[src/rtl/mult_div_unit_pkg.sv]
// Shared definitions for the multiply/divide engine.
//   mdState_t : control FSM state encoding (3 bits)
//   COUNT_W   : width of the iteration counter
package mult_div_unit_pkg;

    localparam int COUNT_W = 6;

    typedef enum logic [2:0] {
        ST_IDLE = 3'd0,
        ST_MULT = 3'd1,
        ST_DIV  = 3'd2,
        ST_FIX  = 3'd3,
        ST_DONE = 3'd4
    } mdState_t;

endpackage

[src/rtl/restoring_div_core.sv]
// Unsigned restoring divider datapath, one quotient bit per step.
// Ports:
//   clk, reset          clock, synchronous active-high reset
//   load                capture dividend/divisor magnitudes, clear remainder
//   step                perform one shift / trial-subtract / restore iteration
//   dividend, divisor   unsigned magnitudes (sampled on load)
//   quotient, remainder unsigned results, valid after WIDTH steps
module restoring_div_core #(
    parameter int WIDTH = 32
) (
    input  logic             clk,
    input  logic             reset,
    input  logic             load,
    input  logic             step,
    input  logic [WIDTH-1:0] dividend,
    input  logic [WIDTH-1:0] divisor,
    output logic [WIDTH-1:0] quotient,
    output logic [WIDTH-1:0] remainder
);

    logic [WIDTH-1:0] divisorReg;
    logic [WIDTH-1:0] quoReg;
    logic [WIDTH-1:0] remReg;
    logic [WIDTH:0]   shifted;
    logic [WIDTH:0]   trial;

    // The quotient register doubles as the dividend shift register: its MSB
    // feeds the remainder while the new quotient bit enters at the LSB.
    always_comb begin
        shifted = {remReg, quoReg[WIDTH-1]};
        trial   = shifted - {1'b0, divisorReg};
    end

    always_ff @(posedge clk) begin
        if (reset) begin
            divisorReg <= '0;
            quoReg     <= '0;
            remReg     <= '0;
        end else if (load) begin
            divisorReg <= divisor;
            quoReg     <= dividend;
            remReg     <= '0;
        end else if (step) begin
            if (trial[WIDTH]) begin
                remReg <= shifted[WIDTH-1:0];
                quoReg <= {quoReg[WIDTH-2:0], 1'b0};
            end else begin
                remReg <= trial[WIDTH-1:0];
                quoReg <= {quoReg[WIDTH-2:0], 1'b1};
            end
        end
    end

    assign quotient  = quoReg;
    assign remainder = remReg;

endmodule

[src/rtl/mult_div_unit.sv]
// Multicycle signed MULT/DIV engine owning the HI/LO registers.
//
// state | meaning
// ------+--------------------------------------------------------------
// IDLE  | waiting for mult_start / div_start
// MULT  | Booth radix-2 iteration, one per cycle, WIDTH iterations
// DIV   | restoring divide on magnitudes, WIDTH iterations
// FIX   | apply signs to quotient/remainder, write LO/HI
// DONE  | done pulse (with div_zero when divisor was 0), back to IDLE
//
// Ports:
//   clk, reset            clock, synchronous active-high reset
//   mult_start, div_start one-cycle start pulses (multiply wins if both)
//   a, b                  operands, sampled only on an accepted start
//   busy                  high in MULT, DIV, FIX
//   done, div_zero        one-cycle completion pulses
//   hi, lo                HI/LO registers
module mult_div_unit import mult_div_unit_pkg::*; #(
    parameter int WIDTH = 32
) (
    input  logic             clk,
    input  logic             reset,
    input  logic             mult_start,
    input  logic             div_start,
    input  logic [WIDTH-1:0] a,
    input  logic [WIDTH-1:0] b,
    output logic             busy,
    output logic             done,
    output logic             div_zero,
    output logic [WIDTH-1:0] hi,
    output logic [WIDTH-1:0] lo
);

    localparam logic [COUNT_W-1:0] LAST_ITER = COUNT_W'(WIDTH - 1);

    mdState_t state;
    mdState_t stateNext;

    logic [COUNT_W-1:0] count;
    logic               lastIter;

    // Booth register {acc, Q, q-1}. The accumulator carries one guard bit so
    // subtracting a multiplicand of -2^(WIDTH-1) cannot overflow.
    logic [2*WIDTH+1:0] booth;
    logic [2*WIDTH+1:0] boothNext;
    logic [WIDTH:0]     multiplicand;
    logic [WIDTH:0]     accSum;

    logic             negQuot;
    logic             negRem;
    logic             divZeroFlag;
    logic             divLoad;
    logic [WIDTH-1:0] absA;
    logic [WIDTH-1:0] absB;
    logic [WIDTH-1:0] quotMag;
    logic [WIDTH-1:0] remMag;

    assign lastIter = (count == LAST_ITER);
    assign absA     = a[WIDTH-1] ? ('0 - a) : a;
    assign absB     = b[WIDTH-1] ? ('0 - b) : b;
    assign divLoad  = (state == ST_IDLE) && div_start && !mult_start && (b != '0);

    always_ff @(posedge clk) begin
        if (reset) begin
            state <= ST_IDLE;
        end else begin
            state <= stateNext;
        end
    end

    always_comb begin
        stateNext = state;
        unique case (state)
            ST_IDLE: begin
                if (mult_start) begin
                    stateNext = ST_MULT;
                end else if (div_start) begin
                    stateNext = (b == '0) ? ST_DONE : ST_DIV;
                end
            end
            ST_MULT: if (lastIter) stateNext = ST_DONE;
            ST_DIV:  if (lastIter) stateNext = ST_FIX;
            ST_FIX:  stateNext = ST_DONE;
            ST_DONE: stateNext = ST_IDLE;
            default: stateNext = ST_IDLE;
        endcase
    end

    always_comb begin
        accSum = booth[2*WIDTH+1:WIDTH+1];
        unique case (booth[1:0])
            2'b01:   accSum = booth[2*WIDTH+1:WIDTH+1] + multiplicand;
            2'b10:   accSum = booth[2*WIDTH+1:WIDTH+1] - multiplicand;
            default: accSum = booth[2*WIDTH+1:WIDTH+1];
        endcase
        boothNext = {accSum[WIDTH], accSum, booth[WIDTH:1]};
    end

    always_ff @(posedge clk) begin
        if (reset) begin
            count        <= '0;
            booth        <= '0;
            multiplicand <= '0;
            negQuot      <= 1'b0;
            negRem       <= 1'b0;
            divZeroFlag  <= 1'b0;
            hi           <= '0;
            lo           <= '0;
        end else begin
            unique case (state)
                ST_IDLE: begin
                    count <= '0;
                    if (mult_start) begin
                        multiplicand <= {a[WIDTH-1], a};
                        booth        <= {{(WIDTH+1){1'b0}}, b, 1'b0};
                        divZeroFlag  <= 1'b0;
                    end else if (div_start) begin
                        negQuot     <= a[WIDTH-1] ^ b[WIDTH-1];
                        negRem      <= a[WIDTH-1];
                        divZeroFlag <= (b == '0);
                    end
                end
                ST_MULT: begin
                    booth <= boothNext;
                    count <= count + 1'b1;
                    if (lastIter) begin
                        hi <= boothNext[2*WIDTH:WIDTH+1];
                        lo <= boothNext[WIDTH:1];
                    end
                end
                ST_DIV: begin
                    count <= count + 1'b1;
                end
                ST_FIX: begin
                    lo <= negQuot ? ('0 - quotMag) : quotMag;
                    hi <= negRem  ? ('0 - remMag)  : remMag;
                end
                default: begin
                end
            endcase
        end
    end

    restoring_div_core #(.WIDTH(WIDTH)) uDivCore (
        .clk       (clk),
        .reset     (reset),
        .load      (divLoad),
        .step      (state == ST_DIV),
        .dividend  (absA),
        .divisor   (absB),
        .quotient  (quotMag),
        .remainder (remMag)
    );

    assign busy     = (state == ST_MULT) || (state == ST_DIV) || (state == ST_FIX);
    assign done     = (state == ST_DONE);
    assign div_zero = (state == ST_DONE) && divZeroFlag;

endmodule
[config.mk]
export PLATFORM = sky130hd
export DESIGN_NAME = mult_div_unit
export DESIGN_NICKNAME = d
export VERILOG_FILES = /design/src/rtl/mult_div_unit_pkg.sv /design/src/rtl/restoring_div_core.sv /design/src/rtl/mult_div_unit.sv
export SDC_FILE = /design/constraint.sdc
export NUM_CORES = 1
export LEC_CHECK = 0
export CORE_MARGIN = 4
export CORE_UTILIZATION = 60
export CTS_CLUSTER_DIAMETER = 150
export DETAILED_ROUTE_END_ITERATION = 16
export PLACE_DENSITY_LB_ADDON = 0.3
export SLEW_MARGIN = 5
export SYNTH_ARGS = -nofsm -noshare
export SYNTH_HDL_FRONTEND = slang
export SYNTH_SLANG_ARGS = --single-unit
[constraint.sdc]
create_clock -name clk -period 6.9 [get_ports clk]
set_clock_uncertainty 0.1 [all_clocks]
set_input_delay 1.725 -clock clk [delete_from_list [all_inputs] [get_ports clk]]
set_output_delay 1.725 -clock clk [all_outputs]
set_load 0.02 [all_outputs]
==> results of run 1 <==
stage by stage:
step	hold WS, ns	utilization	instances	setup slack [ns]
after global routing	0.383	0.697	2796	1.25
after floorplan	0.332	-	2367	2.55
after CTS	0.362	0.697	2796	1.67
after global placement	0.346	0.661	2741	1.53
final	0.366	0.697	2797	1.46
after detailed placement	0.355	0.661	2741	1.43
cell type report:
| cell class | count | area share |
|---|---|---|
| well taps | 384 | 0.0238 |
| flip-flops and latches | 269 | 0.266 |
| diodes | 1 | 0.000124 |
| multi-input cells | 1870 | 0.573 |
| clock buffers | 39 | 0.0413 |
| clock inverters | 16 | 0.00966 |
| repair buffers | 152 | 0.0737 |
| inverters | 66 | 0.0123 |
tightest hold or removal path, delay by kind of cell, from the launching register on:
family | cells | cell delay (ns)
AOI/OAI and AO/OA | 1 | 0.05
and+or+nand+nor | 1 | 0.05
DFF | 1 | 0.32
flip-flops by register name, indices dropped and copies added, names as in the netlist:
signal               cells
negQuot                  1
uDivCore.remainder      32
count                    6
lo                      32
booth                   65
hi                      32
negRem                   1
state                    3
multiplicand            32
uDivCore.divisorReg     32
uDivCore.quotient       32
divZeroFlag              1
logic make-up after synthesis:
| logic type | Yosys count |
|---|---|
| compound gates | 688 |
| xor+xnor | 196 |
| fa+ha+maj | 75 |
| buf+inv | 228 |
| flops | 269 |
| mux | 40 |
| simple gates | 871 |
how the worst max path moves through the flow:
| stage | start | endpoint | slack [ns] | depth (start not counted) |
|---|---|---|---|---|
| 2_1_floorplan | b[12] | uDivCore.remainder[1] | 2.55 | 10 |
| 3_3_place_gp | b[12] | uDivCore.remainder[0] | 1.53 | 9 |
| 3_5_place_dp | b[12] | uDivCore.remainder[0] | 1.43 | 9 |
| 4_1_cts | multiplicand[5] | booth[58] | 1.67 | 16 |
| 5_1_grt | multiplicand[5] | booth[58] | 1.25 | 16 |
| 6_report | multiplicand[5] | booth[58] | 1.46 | 16 |
routing by layer:
layer / vias up / part of all wire / GRT usage
met5: - / 0 / 0
met2: 797 / 0.46 / 0.526
met3: 135 / 0.076 / 0.0434
met4: 0 / 0.036 / 0.104
li1: 8552 / - / -
met1: 8474 / 0.43 / 0.427
Yosys cell counts (all sizes together), types with 6 or more instances:
master / count / area (um2)
nor4: 18 / 119
nand2b: 25 / 156
nand4: 11 / 68.8
xor2: 60 / 526
o21a: 12 / 90.1
a21boi: 7 / 52.6
a22oi: 15 / 113
or3: 21 / 158
mux2i: 34 / 340
clkbuf: 150 / 563
nor2: 257 / 965
o31ai: 41 / 322
or4: 28 / 218
a31oi: 27 / 169
nand3: 53 / 265
a211oi: 46 / 345
a311oi: 68 / 596
o31a: 6 / 52.6
and3: 16 / 100
inv: 66 / 248
o21ai: 143 / 716
nor2b: 15 / 93.8
ha: 71 / 888
o22ai: 10 / 62.6
xnor2: 136 / 1200
mux2: 6 / 67.6
a21o: 32 / 240
o41ai: 19 / 166
nand2: 349 / 1310
a221oi: 18 / 158
o211ai: 15 / 113
nor3: 40 / 200
and2: 8 / 50.1
buf: 12 / 53.8
dfxtp: 269 / 5390
a21oi: 189 / 946
report_power, final:
part / internal [mW] / switching [mW] / leakage (nW) / total, mW
sequential: 1.66 / 0.140 / 2.19 / 1.80
combinational: 0.738 / 1.11 / 4.81 / 1.85
clock: 0.969 / 0.696 / 0.501 / 1.67
total: 3.37 / 1.95 / 7.50 / 5.32
==> results summary, run 1 <==
The final-report max-slew violation count was 0. In the final routed layout, each cell accounts on average for 19.6 um. For this configuration, the core starts out at a cell density of 0.613. Among all flip-flop cells after synthesis, the most frequent one is dfxtp_1. The number of enable flip-flop cells after synthesis came out at 0.

The count of cells along the worst register-to-register path came out at 16. The leakage dissipation is 7.50 nW. The worst-case headroom to the max-slew limit came out at 0.173. The arithmetic-cell share of the synthesized area counting full adders, half adders and majority gates is 0.0533.

The largest fanout of any net on the critical path came out at 6. The flow ran to the end, and the final reports show no timing, DRC or antenna violations. Gates resized during post-CTS repair numbered 0.

On the critical path the largest part of the delay comes from simple AND/OR/NAND/NOR gates. The number of DRC markers in iteration 0 is 1884. The number of design rule violations left after detail routing is 0. The clock insertion delay at the later pin of the skew report came out at 0.59 ns. The post-layout total power came out at 5.32 mW. The total area inside the core boundary comes to 29000 um2. The library cell used as clock root buffer is clkbuf_16. The final weighted congestion of routability-driven global placement came out at 0.984. The slowest stage of the critical path belongs to the cell a311oi_1. The footprint of the multi-input gates is 11600 um2. The sort of element at the end of the critical path is a flop. The wire length after detailed routing came out at 54.8 mm. The number of nets in the finished design came out at 2530. The y dimension of the die is 180 um. The final critical-path required period came out at 5.44 ns. The post-synthesis sequential area ratio is 0.303. Summed over all failing endpoints, the final setup total negative slack is 0 ns.

The total overflow left after global routing is 0. The total number of vias came out at 18000. The total half-perimeter wirelength after legalization and detailed placement is 39.5 mm. On the worst path, the slowest cell contributes a delay of 0.64 ns. The via count of the first global-routing pass is 16500. The share of synthesized cell area in and, or, nand and nor gates came out at 0.222.

The total of hold buffers inserted after clock tree synthesis is 0. Entering global routing, the biggest net connects 153 pins. The number of clock buffers added by TritonCTS is 30. The final non-filler cell area is 20200 um2.

The buffer and inverter count on the worst path is 0. The number of vias per cell came out at 6.42. The tool flagged a number of max-cap violations equal to 0. The width of the chip is 180 um. The endpoint identified for the worst register-to-register timing path is booth[58]. The worst hold path begins at uDivCore.divisorReg[24]. The antenna violation net count after detailed routing came out at 0. The endpoint of the worst hold path is uDivCore.divisorReg[24].

The first global-routing pass estimated 86.3 mm of wire. The I/O pin count came out at 135. The number of synthesized register bits came out at 269. The xor and xnor area share after synthesis came out at 0.0969. The worst register-to-register path begins at multiplicand[5].

The number of warnings reported in the yosys synthesis log came out at 0. The compound-cell area share of the yosys netlist came to 0.253. The maximum resistive drop on vdd came out at 212 uV. The post-synthesis mux area share is 0.0229.

The total setup violations reported at the end of the flow is 0. The worst-case register-to-register setup slack came out at 1.46 ns. The data arrival time at the worst-slack endpoint is 5.84 ns.

Setup repair after global routing left no endpoint under its margin. The tree built by TritonCTS fans out to 269 sinks. The row count is 62.

Synthesis produced 2367 cells. The final number of hold-violating endpoints is 0. The mean area per synthesized cell came out at 7.52 um2. Counting the fill cells in the layout gives 2451. The area enclosed by the die boundary is 32500 um2.

The worst-case clock buffer depth is 3. The post-place instance area came out at 19200 um2. The commonest non-fill, non-tap cell in the layout is nand2_1. Synthesis instantiated 74 different standard cells from the library. Clock-pin slew was measured on the worst setup and hold paths at 0.07 ns. In this run the tool buffered the top-level ports with 134 buffer cells. The aggregate global-route resource usage is 0.317. The worst setup path is of the flop to flop kind. The data required time at the worst endpoint is 7.29 ns. TritonCTS built the clock tree.

When the netlist entered floorplanning its net count stood at 2508. The first detailed-routing pass ran for 5 iterations. The cell count of the worst hold path is 2. The growth of design area from synthesis to finish came out at 13.6%. Traced cell by cell, the critical path runs through or4_1, nor4_1, nand2_1, nor2_1, a21oi_1, xnor2_1, ha_1, a21o_1, a21o_1, a21o_1, nor3_1, a21oi_1, and3_1, a311oi_1, nand2_1, a21oi_1.

The dominant combinational cell family by area after synthesis is compound AO/OA/AOI/OAI gates. STA classifies the critical path startpoint as a flop. The class of the tightest hold or removal check is flop to flop. The slew at the pin closest to its max-slew limit is 1.24 ns. Registers take 5390 um2. The H-tree level count is 1. Of the cells placed in the final design, the portion with a size suffix greater than 1 is 0.0452. The post-synthesis cell area came out at 17800 um2. The power per cell area is 263 nW/um2. The number of buffers inserted to repair setup after CTS is 0.

The maximum achievable frequency came out at 184 MHz. After synthesis, the share of flip-flops with an asynchronous set or reset is 0. The final period utilization is 0.789. In the layout the commonest cells are 346 x nand2_1, 269 x dfxtp_1, 254 x nor2_1, 189 x a21oi_1, 143 x o21ai_0. The number of antenna violations at the first check in global routing is 1.
No activity file was read; power rests on OpenSTA's default activity.
==> run 2: changes to the inputs <==
==> constraint.sdc (replaced) <==
create_clock -name clk -period 5.28 [get_ports clk]
set_clock_uncertainty 0.1 [all_clocks]
set_input_delay 1.32 -clock clk [delete_from_list [all_inputs] [get_ports clk]]
set_output_delay 1.32 -clock clk [all_outputs]
set_load 0.02 [all_outputs]
==> run 2 against run 1 <==
Effect of this change:
- sequential cell count is the same
- cell area about the same
- core utilization is essentially flat
- sequential share of layout area barely moved
- critical endpoint unchanged
==> results summary, run 2 (synthesized netlist as in run 1, its figures left out) <==
The total half-perimeter wirelength after legalization and detailed placement came out at 40.4 mm. In the final routed layout, each cell accounts on average for 19.6 um. The antenna diode instance count is 0. The row count came out at 62.

The largest register by flop count is booth. Clock-pin slew was measured on the worst setup and hold paths at 0.06 ns. The y dimension of the die came out at 180 um.

Timing analysis after detailed placement gives a worst setup slack of 0.436 ns. The final number of hold-violating endpoints is 0. The minimum setup slack in the final design came out at 0.511 ns. The placed instances occupy a cell area of 19200 um2.

After global routing the overflow that remains totals 0. The largest fanout of any net on the critical path came out at 6. In the final layout, the share of cells above drive strength 1 is 0.0471. The library cells used most frequently in the layout, excluding fill and tap cells, are 346 x nand2_1, 269 x dfxtp_1, 254 x nor2_1, 189 x a21oi_1, 143 x o21ai_0. In the finished design, the share of the clock period the worst path needs comes to 0.903. Data on the critical path arrives at its endpoint at 5.16 ns.

The via count of the first global-routing pass came out at 16500. The data required time at the worst endpoint is 5.67 ns. Port buffering added 134 buffers.

The final weighted congestion of routability-driven global placement is 0.969. The slew at the pin closest to its max-slew limit came out at 1.06 ns. Setup violations remaining at the end of the flow were counted as 0. The aggregate global-route resource usage is 0.317.

TritonCTS built the clock tree. The worst-case headroom to the max-slew limit came out at 0.294. The antenna violation net count after detailed routing came out at 0. The number of DRC markers in iteration 0 is 1811. The number of antenna violations at the first check in global routing came to 0.

The worst setup path is launched from a flop. The post-route non-filler standard cell count came out at 2802. Leaving out fill and tap cells, the most frequent cell in the layout is nand2_1.

The number of nets in the finished design came out at 2536. The area growth from synthesis to layout is 13.7%. The maximum resistive drop on vdd came out at 281 uV. The number of max-capacitance violations reported is 0. The die covers 32500 um2. The initial standard-cell utilization of the core came out at 0.613. Derived from the worst setup path, the maximum achievable clock frequency is 210 MHz. The cell total after placement came out at 2748. The class of the tightest hold or removal check is flop to flop. Counting along the longest clock path gives a buffer depth of 3. The finished cells cover 20200 um2. The wire length after detailed routing came out at 55.0 mm. The width of the chip is 180 um.

The number of buffers created by CTS came out at 29. The flip-flop count of the largest register after layout came out at 65. The run finished with clean final reports. The power per cell area is 342 nW/um2. The largest net degree at the start of global routing came out at 94. Once the clock tree was built, the resizer swapped 0 gates to a different size. The completed layout was analyzed and its total power is 6.91 mW. Setup repair after global routing left no endpoint under its margin. In the routed design, unresolved DRC markers number 0. Buffers added to address setup during post-CTS repair amount to 0. The sort of element at the end of the critical path is a flop. The worst setup path is of the flop to flop kind. The core area came out at 29000 um2. The total number of vias came out at 17900. The final critical-path required period is 4.77 ns. The sum of negative setup slack is 0 ns.

In this run the number of H-tree levels came out at 1. The final-report max-slew violation count came to 0. The first-pass iteration count of the detailed router came out at 7. Buffers inserted to repair hold after CTS numbered 0. The first global-routing pass estimated 87.0 mm of wire. The leakage dissipation is 7.51 nW.

Clock tree synthesis selected as its root buffer the cell clkbuf_16. The clock sink total came out at 269. Pin placement for this block handled 135 I/O pins. At the later pin of the worst-skew pair, clock insertion delay measures 0.57 ns. The number of vias per cell came out at 6.39.
[run 2: through the flow]
stage                      util  hold WS (ns)
after floorplan               -         0.332
after global placement    0.663         0.355
after detailed placement  0.663         0.362
after CTS                 0.697         0.371
after global routing      0.697         0.406
final                     0.697         0.372
[run 2: critical path, stage by stage, from the launching register on]
cell,delay (ns)
dfxtp_1,0.36
or4_1,0.61
nor4_1,0.23
buf_4,0.19
nand2_1,0.05
nor2_1,0.35
a21oi_1,0.16
xnor2_1,0.25
ha_1,0.35
a21o_1,0.21
a21o_1,0.17
a21o_1,0.19
nor3_1,0.20
a21oi_1,0.19
and3_1,0.25
a311oi_1,0.58
nand2_1,0.11
a21oi_1,0.14
[run 2: per-layer routing]
metal | wire length (um) | track usage | share of wire | vias to the layer above
met5 | 0 | 0 | 0 | -
met4 | 2100 | 0.109 | 0.038 | 0
met3 | 4090 | 0.0430 | 0.074 | 130
met2 | 25400 | 0.522 | 0.46 | 765
met1 | 23500 | 0.432 | 0.43 | 8480
li1 | - | - | - | 8543
[run 2: worst paths after layout]
path / from / endpoint / slack (ns) / depth (start not counted)
setup / recovery: multiplicand[5] / booth[58] / 0.51 / 17
hold reg to reg: uDivCore.divisorReg[24] / uDivCore.divisorReg[24] / 0.37 / 2
setup reg to reg: multiplicand[5] / booth[58] / 0.51 / 17
hold / removal: uDivCore.divisorReg[24] / uDivCore.divisorReg[24] / 0.37 / 2
[run 2: final cells by class]
class | count | area [um2]
Clock buffer | 39 | 813
Sequential cell | 269 | 5390
Inverter | 66 | 248
Clock inverter | 15 | 189
Tap cell | 384 | 480
Multi-Input combinational cell | 1870 | 11600
Timing Repair Buffer | 159 | 1530
Fill cell | 2412 | 8790
[run 2: power by group]
group	leakage, nW	internal, mW	switching [mW]
logic	4.84	0.969	1.45
registers	2.19	2.17	0.183
clock network	0.482	1.24	0.900
